`config.mk`:
```
export PLATFORM = sky130hd
export DESIGN_NAME = ps2_key_decoder
export DESIGN_NICKNAME = d
export VERILOG_FILES = /design/src/rtl/ps2_key_pkg.sv /design/src/rtl/ps2_strobe_edge.sv /design/src/rtl/ps2_key_decoder.sv
export SDC_FILE = /design/constraint.sdc
export NUM_CORES = 1
export LEC_CHECK = 0
export CORE_MARGIN = 10
export CORE_UTILIZATION = 50
export CTS_BUF_LIST = sky130_fd_sc_hd__clkbuf_4 sky130_fd_sc_hd__clkbuf_8
export CTS_CLUSTER_SIZE = 10
export DETAILED_ROUTE_END_ITERATION = 8
export PLACE_DENSITY_LB_ADDON = 0.15
export SETUP_SLACK_MARGIN = 0.15
export SYNTH_ARGS = -nofsm -noshare
export SYNTH_HDL_FRONTEND = slang
export SYNTH_SLANG_ARGS = --single-unit
```
`constraint.sdc`:
```
create_clock -name clk_100mHz -period 3.09 [get_ports clk_100mHz]
set_input_delay 0.7725 -clock clk_100mHz [delete_from_list [all_inputs] [get_ports clk_100mHz]]
set_output_delay 0.7725 -clock clk_100mHz [all_outputs]
set_load 0.005 [all_outputs]
```
`src/rtl/ps2_key_pkg.sv`:
```
// Shared PS/2 Set-2 scan-code constants, decoder state encoding and key lookup helpers.
// Used by ps2_key_decoder and any other Ps2Interface consumer.
package ps2_key_pkg;

  localparam logic [7:0] SC_E0     = 8'hE0;
  localparam logic [7:0] SC_F0     = 8'hF0;
  localparam logic [7:0] SC_BAT    = 8'hAA;
  localparam logic [7:0] SC_ACK    = 8'hFA;
  localparam logic [7:0] SC_RESEND = 8'hFE;
  localparam logic [7:0] SC_ERR    = 8'hFF;
  localparam logic [7:0] SC_OVR    = 8'h00;

  localparam logic [7:0] SC_ARROW_UP    = 8'h75;
  localparam logic [7:0] SC_ARROW_DOWN  = 8'h72;
  localparam logic [7:0] SC_ARROW_LEFT  = 8'h6B;
  localparam logic [7:0] SC_ARROW_RIGHT = 8'h74;

  localparam logic [7:0] SC_W = 8'h1D;
  localparam logic [7:0] SC_S = 8'h1B;
  localparam logic [7:0] SC_A = 8'h1C;
  localparam logic [7:0] SC_D = 8'h23;

  typedef enum logic [1:0] {
    ST_IDLE     = 2'd0,
    ST_GOT_E0   = 2'd1,
    ST_GOT_F0   = 2'd2,
    ST_GOT_E0F0 = 2'd3
  } dec_state_e;

  typedef logic [1:0] key_id_t;

  localparam key_id_t KEY_UP    = 2'd0;
  localparam key_id_t KEY_DOWN  = 2'd1;
  localparam key_id_t KEY_LEFT  = 2'd2;
  localparam key_id_t KEY_RIGHT = 2'd3;

  typedef struct packed {
    logic    hit;
    key_id_t id;
  } key_hit_t;

  function automatic key_hit_t lookup_arrow(input logic [7:0] code);
    key_hit_t r;
    r = '0;
    case (code)
      SC_ARROW_UP:    r = '{hit: 1'b1, id: KEY_UP};
      SC_ARROW_DOWN:  r = '{hit: 1'b1, id: KEY_DOWN};
      SC_ARROW_LEFT:  r = '{hit: 1'b1, id: KEY_LEFT};
      SC_ARROW_RIGHT: r = '{hit: 1'b1, id: KEY_RIGHT};
      default:        r = '0;
    endcase
    return r;
  endfunction

  function automatic key_hit_t lookup_wasd(input logic [7:0] code);
    key_hit_t r;
    r = '0;
    case (code)
      SC_W:    r = '{hit: 1'b1, id: KEY_UP};
      SC_S:    r = '{hit: 1'b1, id: KEY_DOWN};
      SC_A:    r = '{hit: 1'b1, id: KEY_LEFT};
      SC_D:    r = '{hit: 1'b1, id: KEY_RIGHT};
      default: r = '0;
    endcase
    return r;
  endfunction

endpackage

```
`src/rtl/ps2_strobe_edge.sv`:
```
// Registers the Ps2Interface read_data strobe and emits a one-cycle pulse on its rising edge,
// so a strobe held high for several cycles delivers its byte only once.
module ps2_strobe_edge (
  input  logic clk,
  input  logic rst_n,
  input  logic read_data,
  output logic strobe
);

  logic rd_hist;

  always_ff @(posedge clk or negedge rst_n) begin
    if (!rst_n) rd_hist <= 1'b0;
    else        rd_hist <= read_data;
  end

  assign strobe = read_data & ~rd_hist;

endmodule

```
`src/rtl/ps2_key_decoder.sv`:
```
// PS/2 Set-2 make/break decoder producing held arrow-direction levels and one-cycle key events.
// Optional PS2_KEY_DECODER_WASD_EN also maps non-extended W/A/S/D onto the same directions.
module ps2_key_decoder
  import ps2_key_pkg::*;
#(
  parameter int TIMEOUT_CYCLES = 500000,
  parameter int CNT_W          = $clog2(TIMEOUT_CYCLES + 1)
) (
  input  logic       clk_100mHz,
  input  logic       reset,
  input  logic [7:0] rx_data,
  input  logic       read_data,
  output logic       key_up,
  output logic       key_down,
  output logic       key_left,
  output logic       key_right,
  output logic       key_event,
  output logic [1:0] key_id,
  output logic       key_pressed
);

  logic strobe_p0;

  ps2_strobe_edge u_strobe_edge (
    .clk       (clk_100mHz),
    .rst_n     (reset),
    .read_data (read_data),
    .strobe    (strobe_p0)
  );

  dec_state_e       state_q, state_d;
  logic [CNT_W-1:0] cnt_q, cnt_d;
  logic [3:0]       arrow_q, arrow_d;
  logic [3:0]       held_cur, held_d, chg;
  logic             silent;
  key_hit_t         arw;
  logic             evt_d, evt_p1;
  key_id_t          id_d, id_p1;
  logic             pressed_d, pressed_p1;
`ifdef PS2_KEY_DECODER_WASD_EN
  logic [3:0]       wasd_q, wasd_d;
  key_hit_t         wsd;
`endif

`ifdef PS2_KEY_DECODER_WASD_EN
  assign held_cur = arrow_q | wasd_q;
`else
  assign held_cur = arrow_q;
`endif

  always_comb begin
    state_d   = state_q;
    cnt_d     = cnt_q;
    arrow_d   = arrow_q;
    silent    = 1'b0;
    arw       = lookup_arrow(rx_data);
`ifdef PS2_KEY_DECODER_WASD_EN
    wasd_d    = wasd_q;
    wsd       = lookup_wasd(rx_data);
`endif

    if (strobe_p0) begin
      // An accepted byte always restarts the prefix timeout, even on expiry.
      cnt_d = '0;
      case (rx_data)
        SC_E0: state_d = ST_GOT_E0;
        SC_F0: begin
          if (state_q == ST_IDLE)        state_d = ST_GOT_F0;
          else if (state_q == ST_GOT_E0) state_d = ST_GOT_E0F0;
        end
        SC_BAT, SC_ERR, SC_OVR: begin
          arrow_d = '0;
`ifdef PS2_KEY_DECODER_WASD_EN
          wasd_d  = '0;
`endif
          silent  = 1'b1;
          state_d = ST_IDLE;
        end
        SC_ACK, SC_RESEND: state_d = state_q;
        default: begin
          state_d = ST_IDLE;
          case (state_q)
            ST_GOT_E0:   if (arw.hit) arrow_d[arw.id] = 1'b1;
            ST_GOT_E0F0: if (arw.hit) arrow_d[arw.id] = 1'b0;
`ifdef PS2_KEY_DECODER_WASD_EN
            ST_IDLE:     if (wsd.hit) wasd_d[wsd.id] = 1'b1;
            ST_GOT_F0:   if (wsd.hit) wasd_d[wsd.id] = 1'b0;
`endif
            default:     arrow_d = arrow_q;
          endcase
        end
      endcase
    end else if (state_q != ST_IDLE) begin
      if (cnt_q == CNT_W'(TIMEOUT_CYCLES - 1)) begin
        state_d = ST_IDLE;
        cnt_d   = '0;
      end else begin
        cnt_d = cnt_q + CNT_W'(1);
      end
    end

`ifdef PS2_KEY_DECODER_WASD_EN
    held_d = arrow_d | wasd_d;
`else
    held_d = arrow_d;
`endif

    // At most one direction can change per byte, so the lowest changed bit is the event key.
    chg       = held_d ^ held_cur;
    evt_d     = (|chg) & ~silent;
    id_d      = KEY_UP;
    for (int k = 3; k >= 0; k--) begin
      if (chg[k]) id_d = key_id_t'(k);
    end
    pressed_d = evt_d & held_d[id_d];
  end

  // ---- stage p1: registered state, held keys and event outputs ----
  always_ff @(posedge clk_100mHz or negedge reset) begin
    if (!reset) begin
      state_q    <= ST_IDLE;
      cnt_q      <= '0;
      arrow_q    <= '0;
`ifdef PS2_KEY_DECODER_WASD_EN
      wasd_q     <= '0;
`endif
      evt_p1     <= 1'b0;
      id_p1      <= KEY_UP;
      pressed_p1 <= 1'b0;
    end else begin
      state_q    <= state_d;
      cnt_q      <= cnt_d;
      arrow_q    <= arrow_d;
`ifdef PS2_KEY_DECODER_WASD_EN
      wasd_q     <= wasd_d;
`endif
      evt_p1     <= evt_d;
      id_p1      <= id_d;
      pressed_p1 <= pressed_d;
    end
  end

  assign key_up      = held_cur[KEY_UP];
  assign key_down    = held_cur[KEY_DOWN];
  assign key_left    = held_cur[KEY_LEFT];
  assign key_right   = held_cur[KEY_RIGHT];
  assign key_event   = evt_p1;
  assign key_id      = id_p1;
  assign key_pressed = pressed_p1;

endmodule

```
==> flow_summary.yaml, run 1 <==
outcome:
  status: "complete, no violations"
pwr:
  p_leak_nw: 1.08
  p_per_area_nw_per_um2: 423
  vdd_drop_max_mv: 0.302
  power_mw: 1.04
critical_path:
  required_ns: 3.25
  crit_fanout: 6
  path_class: "input port to register"
  worst_setup_path_start_kind: "input port"
  cp.arrival_ns: 3.07
  end_kind: "register"
synthesis:
  async_reset_ff_share_pct: 100
  synthesis.area_per_instance_um2: 8.56
  synth_top_cells_by_area: "dfrtp_1 39%, nand2_1 6.7%, o21ai_0 5.5%"
  ys_warn_count: 0
  synth_edf_count: 0
  ys_ff_latch: 30
  synth_cell_types: 55
  synth_top_area_share_pct: 39.1
  synth_seq_area_share_pct: 39.1
  netlist_area_um2: 1920
  syn_nets: 236
  synthFlopType: "dfrtp_1"
  synth_cells: 224
  yosysTopAreaCell: "dfrtp_1"
clocking:
  cts_buffers: 5
  cts_tree: "built"
  holdBufCountCts: 0
  root_buffer: "clkbuf_8"
  clk_pin_slew_ns: 0.06
  clk_latency_ns: 0.28
  clock-sinks: 30
  htree_levels: 2
  cts.path.max_buffers: 2
sta:
  final-setup-viol-count: 0
  rsz0062_at_grt: "no"
  fin_crit_ns: 2.90
  post-route-period-util_pct: 94.0
  slew_headroom_pct: 63.2
  drv_slew: 0
  tightest_slew_ns: 0.552
  skew_ns: 0.00807
  hold_viol: 0
  fmax_mhz: 344
place:
  dp_hpwl_um: 3590
  gp_congestion: 0.892
  io_buffers: 18
  post_dp_cell_area_um2: 2300
global_routing:
  overflow: 0
  grt_antenna_before_repair: 0
  grt_pass1_wl_um: 7560
  grt_usage_pct: 14.0
  grt_max_degree: 31
  first_global_vias: 1679
floorplan:
  core-area_um2: 3690
  fp-row-count: 22
  num_io_pins: 19
  die_w_um: 81.9
  start_util_pct: 52.0
  fp.dieH_um: 81.9
  dieArea_um2: 6710
final_layout:
  final_area_um2: 2460
  diodes: 0
  nets: 279
  layout_commonest_cell: "nand2_1"
  syn_to_final_growth_pct: 28.1
  drive_gt1_share_pct: 18.7
  layout_common_cells: "34 x nand2_1, 30 x dfrtp_1, 24 x buf_4, 21 x o21ai_0"
drt:
  ant_nets: 0
  routed_wl_um: 4760
  avgRoutedWirePerCell_um: 15.0
  via_per_inst: 5.95
  vias: 1879
  drc: 0
  drt_iter0_drc: 162
  firstDrtPassIters: 4
job:
  drv_cap: 0
worst_hold_path:
  min_path_type: "register to register"
==> sequential cells by signal (all words and copies together), names as in the netlist <==
signal                 flops
arrow_q                    4
cnt_q                     19
key_event                  1
key_id                     2
key_pressed                1
state_q                    2
u_strobe_edge.rd_hist      1
==> critical path, stage by stage <==
cell             delay (ns)
clkdlybuf4s50_1        0.62
nand4_1                0.21
or3_4                  0.41
a21boi_1               0.22
nor3_2                 0.09
and3_1                 0.15
or4_1                  0.40
o22ai_1                0.12
a21boi_1               0.08
==> metrics by stage <==
| step | std cells | TNS (ns) | hold WS [ns] | setup slack, ns | utilization [%] |
|---|---|---|---|---|---|
| final | 316 | 0 | 0.493 | 0.187 | 66.6 |
| after global routing | 316 | 0 | 0.523 | 0.0778 | 66.6 |
| after CTS | 315 | 0 | 0.496 | 0.256 | 65.3 |
| after detailed placement | 307 | -0.0337 | 0.485 | -0.0337 | 62.3 |
| after global placement | 307 | 0 | 0.489 | 0.0115 | 62.3 |
| after floorplan | 224 | 0 | 0.452 | 0.694 | - |
==> Yosys cell counts (2+ instances only) <==
library cell	count
nand2_1	34
dfrtp_1	30
o21ai_0	21
nor2_1	16
and3_1	13
nand3_1	13
a21oi_1	9
nor3_1	8
nand4_1	6
o31ai_1	5
xor2_1	4
a21boi_1	3
and2_1	3
clkbuf_1	3
nor2b_1	3
nor3b_1	3
o21ai_1	3
a22o_1	2
and3b_1	2
and4b_1	2
buf_2	2
inv_1	2
nand2b_1	2
nor4_1	2
nor4b_1	2
o41ai_1	2
==> worst paths after layout <==
check,start,endpoint,slack [ns],cells after the start
max,rx_data[0],key_pressed,0.19,9
min in group asynchronous,reset,cnt_q[5],0.87,2
min,cnt_q[10],cnt_q[10],0.49,1
min reg2reg,cnt_q[10],cnt_q[10],0.49,1
max reg2reg,cnt_q[14],state_q[1],0.53,7
max in group asynchronous,reset,cnt_q[12],1.95,2
==> report_power, final <==
group / internal [mW] / total [mW] / switching (mW)
clock network: 0.225 / 0.372 / 0.147
logic: 0.0934 / 0.214 / 0.120
registers: 0.421 / 0.453 / 0.0326
==> area by class of cell <==
type / instances / area (um2)
clock buffer: 8 / 110
timing repair buffer: 42 / 368
sequential: 30 / 751
multi-input combinational: 186 / 1160
tap: 48 / 60.1
fill: 333 / 1230
inverter: 2 / 7.51
==> timing repair <==
action / 4_1_cts / 5_1_grt
hold endpoints to repair: 0 / 0
gates resized for setup: 0 / 10
endpoints found under the setup margin: 0 / 1
setup buffers: 0 / 1
==> per-layer routing <==
metal / wire, um / up-vias / global-route usage (%)
li1: - / 932 / -
met1: 2270 / 897 / 18.7
met2: 2190 / 48 / 21.4
met3: 293 / 2 / 4.59
met4: 8 / 0 / 3.74
met5: 0 / - / 0
==> kinds of logic after synthesis <==
logic type	share of synthesized area (%)
buf+inv	2.09
fa+ha+maj	0.652
flops	39.1
simple gates	35.9
mux	1.11
compound gates	19.3
xor+xnor	1.83
No activity file was read; power rests on OpenSTA's default activity.
==> run 2, diff against run 1 <==
--- a/config.mk
+++ b/config.mk
@@ -10,7 +10,7 @@
 export CTS_BUF_LIST = sky130_fd_sc_hd__clkbuf_4 sky130_fd_sc_hd__clkbuf_8
 export CTS_CLUSTER_SIZE = 10
 export DETAILED_ROUTE_END_ITERATION = 8
-export PLACE_DENSITY_LB_ADDON = 0.15
+export PLACE_DENSITY = 0.82
 export SETUP_SLACK_MARGIN = 0.15
 export SYNTH_ARGS = -nofsm -noshare
 export SYNTH_HDL_FRONTEND = slang
==> flow_summary.yaml, run 2 (synthesized netlist as in run 1, its figures left out) <==
sta:
  fmax_mhz: 355
  hold_viol: 0
  final-setup-viol-count: 0
  post-route-period-util_pct: 91.2
  setup_tns_ns: 0
  whs_ns: 0.504
  fin_crit_ns: 2.82
  skew_ns: 0.00665
  drv_slew: 0
  slew_headroom_pct: 62.9
  rsz0062_at_grt: "no"
  tightest_slew_ns: 0.556
place:
  gp_congestion: 0.890
  dp.cells: 303
  dp_hpwl_um: 3340
  io_buffers: 18
critical_path:
  end_kind: "register"
  crit_fanout: 5
  r2r-end: "state_q[1]"
  r2r-start: "cnt_q[14]"
  reg2reg_depth: 7
  cp.arrival_ns: 2.97
  worst_setup_path_start_kind: "input port"
  required_ns: 3.24
  path_class: "input port to register"
  reg2reg_slack_ns: 0.53
worst_hold_path:
  min_from: "cnt_q[10]"
  min_to: "cnt_q[10]"
  hold_depth: 1
  min_path_type: "register to register"
clocking:
  htree_levels: 2
  clk_latency_ns: 0.28
  cts.path.max_buffers: 2
  clock-sinks: 30
  holdBufCountCts: 0
  clk_pin_slew_ns: 0.06
  cts_tree: "built"
  root_buffer: "clkbuf_8"
  cts_buffers: 5
floorplan:
  start_util_pct: 52.0
  die_w_um: 81.9
  fp-row-count: 22
  fp.dieH_um: 81.9
  dieArea_um2: 6710
  core-area_um2: 3690
  num_io_pins: 19
drt:
  via_per_inst: 5.96
  ant_nets: 0
  vias: 1855
  drc: 0
  firstDrtPassIters: 4
  avgRoutedWirePerCell_um: 14.7
  drt_iter0_drc: 187
  routed_wl_um: 4560
global_routing:
  grt_max_degree: 31
  grt_antenna_before_repair: 0
  grt_pass1_wl_um: 7530
  overflow: 0
  first_global_vias: 1685
  grt_usage_pct: 14.0
final_layout:
  layout_common_cells: "34 x nand2_1, 30 x dfrtp_1, 21 x o21ai_0, 19 x buf_4, 16 x nor2_1"
  fillers: 309
  layout_commonest_cell: "nand2_1"
  multi_input_area_um2: 1150
  final_cell_count_no_fill: 311
  regMostFlops: "cnt_q"
  seqCellArea_um2: 751
  nets: 274
  diodes: 0
  reg.largest.list: "cnt_q (19), arrow_q (4)"
  syn_to_final_growth_pct: 24.9
  largest_reg_flops: 19
  drive_gt1_share_pct: 16.0
pwr:
  vdd_drop_max_mv: 0.348
  p_per_area_nw_per_um2: 406
  p_leak_nw: 1.05
outcome:
  status: "complete, no violations"
job:
  drv_cap: 0
-- run 2: cell types whose count changed in the layout (fill, tap and decap cells not counted), moves of 2 or more --
cell and delta:
nor3b_2 +2, buf_4 -5, nor3b_1 -2, clkbuf_8 -2
-- run 2: metal layers --
layer,vias to the layer above,part of all wire (%),global-route usage [%],routed length [um]
li1,915,-,-,-
met2,51,45,21.9,2030
met1,883,49,18.3,2230
met3,6,5.0,3.28,226
met4,0,1.4,5.27,64
met5,-,0,0,0
-- run 2: worst max-delay path by stage --
stage                  end  slack (ns)  cells after the start       start
6_report       key_pressed        0.27                      9  rx_data[5]
3_3_place_gp   key_pressed       0.009                      9  rx_data[1]
2_1_floorplan  key_pressed        0.69                      8  rx_data[5]
5_1_grt        key_pressed        0.16                      9  rx_data[4]
4_1_cts        key_pressed        0.25                      9  rx_data[1]
3_5_place_dp   key_pressed       -0.03                      9  rx_data[1]
-- run 2: power by group --
group | internal [mW] | total (mW) | switching [mW]
combinational | 0.0780 | 0.191 | 0.113
clock | 0.188 | 0.325 | 0.137
sequential | 0.421 | 0.456 | 0.0352
-- run 2: repair_timing --
action | CTS | global route
endpoints found under the setup margin | 0 | 1
gates resized for setup | 0 | 7
hold endpoints to repair | 0 | 0
setup buffers | 0 | 0
-- run 2: cell type report --
class                   count  area share [%]
well taps                  48            2.51
flip-flops and latches     30            31.3
inverters                   2           0.313
clock inverters             1           0.209
multi-input cells         186            48.1
repair buffers             37            13.8
clock buffers               7            3.76
-- run 2: worst max-delay path, stage by stage --
cell             delay (ns)
clkdlybuf4s50_1        0.55
nand4_1                0.19
or3_4                  0.40
a21boi_1               0.22
nor3_1                 0.07
and3_1                 0.15
or4_1                  0.40
o22ai_1                0.13
a21boi_1               0.08
-- run 2: metrics by stage --
| step | util [%] | setup WS [ns] | cell area, um2 | total power [mW] |
|---|---|---|---|---|
| after global placement | 61.5 | 0.00891 | 2270 | 0.650 |
| after CTS | 64.1 | 0.254 | 2360 | 0.978 |
| after detailed placement | 61.5 | -0.0278 | 2270 | 0.650 |
| after global routing | 64.9 | 0.155 | 2390 | 1.03 |
| after floorplan | - | 0.694 | 1920 | 0.562 |
| final | 64.9 | 0.271 | 2390 | 0.972 |
==> run 3, diff against run 2 <==
--- a/config.mk
+++ b/config.mk
@@ -5,7 +5,8 @@
 export SDC_FILE = /design/constraint.sdc
 export NUM_CORES = 1
 export LEC_CHECK = 0
-export CORE_MARGIN = 10
+export CORE_ASPECT_RATIO = 0.6
+export CORE_MARGIN = 5
 export CORE_UTILIZATION = 50
 export CTS_BUF_LIST = sky130_fd_sc_hd__clkbuf_4 sky130_fd_sc_hd__clkbuf_8
 export CTS_CLUSTER_SIZE = 10
==> flow_summary.yaml, run 3 (synthesized netlist as in run 1, its figures left out) <==
critical_path:
  cpLargestDelayFamily: "simple AND/OR/NAND/NOR gates"
  crit_path_top_delay_cell: "clkdlybuf4s50_1"
  end_kind: "register"
  path_cells: "clkdlybuf4s50_1, and4b_2, nand3_1, and3_4, a21boi_2, o21a_1, or4_1, o22ai_1, a21boi_1"
  crit_fanout: 5
  path_class: "input port to register"
  r2r-start: "cnt_q[14]"
  required_ns: 3.27
  reg2reg_depth: 7
  r2r-end: "state_q[1]"
  crit_buf_inv: 1
  cp.arrival_ns: 3.09
  reg2reg_slack_ns: 0.71
  worst_setup_path_start_kind: "input port"
  critPathMaxStageDelay_ns: 0.58
final_layout:
  layout_common_cells: "34 x nand2_1, 30 x dfrtp_1, 23 x buf_4, 21 x o21ai_0, 17 x clkdlybuf4s50_1"
  seqCellArea_um2: 751
  nets: 278
  layout_commonest_cell: "nand2_1"
  multi_input_area_um2: 1180
  final_core_util_pct: 67.0
  drive_gt1_share_pct: 19.9
  regMostFlops: "cnt_q"
  final_area_um2: 2460
  largest_reg_flops: 19
  fillers: 306
  reg.largest.list: "cnt_q (19), arrow_q (4)"
  syn_to_final_growth_pct: 28.4
  diodes: 0
floorplan:
  fp.dieH_um: 58.0
  core-area_um2: 3680
  dieArea_um2: 5220
  num_io_pins: 19
  die_w_um: 90.0
  fp-row-count: 17
  start_util_pct: 52.1
pwr:
  combPwrFrac_pct: 19.3
  p_clk_share_pct: 38.5
  p_leak_nw: 1.07
  p_int_uw: 761
  power_frac_seq_pct: 42.1
  p_per_area_nw_per_um2: 441
  p_sw_share_pct: 29.9
  vdd_drop_max_mv: 0.258
  p_sw_uw: 325
place:
  gp_congestion: 1.02
  io_buffers: 18
  dp_hpwl_um: 3710
  post_dp_cell_area_um2: 2280
clocking:
  clk_latency_ns: 0.29
  clock-sinks: 30
  htree_levels: 2
  cts_buffers: 5
  clk_pin_slew_ns: 0.07
  cts_tree: "built"
  root_buffer: "clkbuf_8"
  holdBufCountCts: 0
  cts.path.max_buffers: 2
global_routing:
  grt_usage_pct: 19.7
  grt_max_degree: 31
  overflow: 0
  grt_antenna_before_repair: 0
  grt_pass1_wl_um: 8180
  first_global_vias: 1666
sta:
  rsz0062_at_grt: "no"
  fmax_mhz: 344
  final-setup-viol-count: 0
  hold_viol: 0
  skew_ns: 0.00725
  slew_headroom_pct: 59.5
  fin_crit_ns: 2.91
  post-route-period-util_pct: 94.2
  tightest_slew_ns: 0.608
  drv_slew: 0
outcome:
  status: "complete, no violations"
drt:
  avgRoutedWirePerCell_um: 17.1
  ant_nets: 0
  firstDrtPassIters: 5
  via_per_inst: 6.28
  drc: 0
  vias: 1972
  drt_iter0_drc: 324
  routed_wl_um: 5370
worst_hold_path:
  min_path_type: "register to register"
  min_to: "cnt_q[10]"
  min_from: "cnt_q[10]"
  hold_depth: 1
job:
  drv_cap: 0
-- run 3: power groups by stage --
stage	combinational [mW]	sequential, mW	clock, mW
3_3_place_gp	0.186	0.460	0
2_1_floorplan	0.110	0.452	0
4_1_cts	0.192	0.454	0.422
6_report	0.210	0.458	0.419
3_5_place_dp	0.190	0.461	0
5_1_grt	0.229	0.462	0.440
-- run 3: metrics by stage --
stage	std cells	hold slack (ns)	setup WS, ns	TNS (ns)	total power [mW]
global route	314	0.525	0.146	0	1.13
CTS	312	0.508	0.194	0	1.07
global placement	304	0.485	-0.0268	-0.0268	0.646
finish	314	0.502	0.179	0	1.09
floorplan	224	0.452	0.694	0	0.562
detailed placement	304	0.496	-0.0956	-0.0956	0.651
-- run 3: layer usage --
layer / GRT usage [%] / up-vias / share of wire [%]
met5: 0 / - / 0
met4: 6.37 / 0 / 1.2
met3: 6.61 / 8 / 9.3
met2: 24.5 / 103 / 41
met1: 31.0 / 937 / 48
li1: - / 924 / -
-- run 3: worst max path at each step --
stage,startpoint,to,slack (ns),cells after the start
6_report,rx_data[2],key_pressed,0.18,9
3_5_place_dp,rx_data[7],key_pressed,-0.1,9
2_1_floorplan,rx_data[5],key_pressed,0.69,8
4_1_cts,rx_data[7],key_pressed,0.19,9
5_1_grt,rx_data[7],key_pressed,0.15,9
3_3_place_gp,rx_data[2],key_pressed,-0.03,9
-- run 3: cell type report --
type                    count  share of cell area, %
repair buffers             41                   14.4
well taps                  47                   2.39
inverters                   2                  0.305
multi-input cells         186                   47.8
flip-flops and latches     30                   30.5
clock inverters             1                   1.22
clock buffers               7                   3.40
-- run 3: repair_timing --
action / in CTS / in global routing
endpoints found under the setup margin: 0 / 1
buffers inserted: 0 / 2
endpoints found under the hold margin: 0 / 0
gates resized for setup: 0 / 12
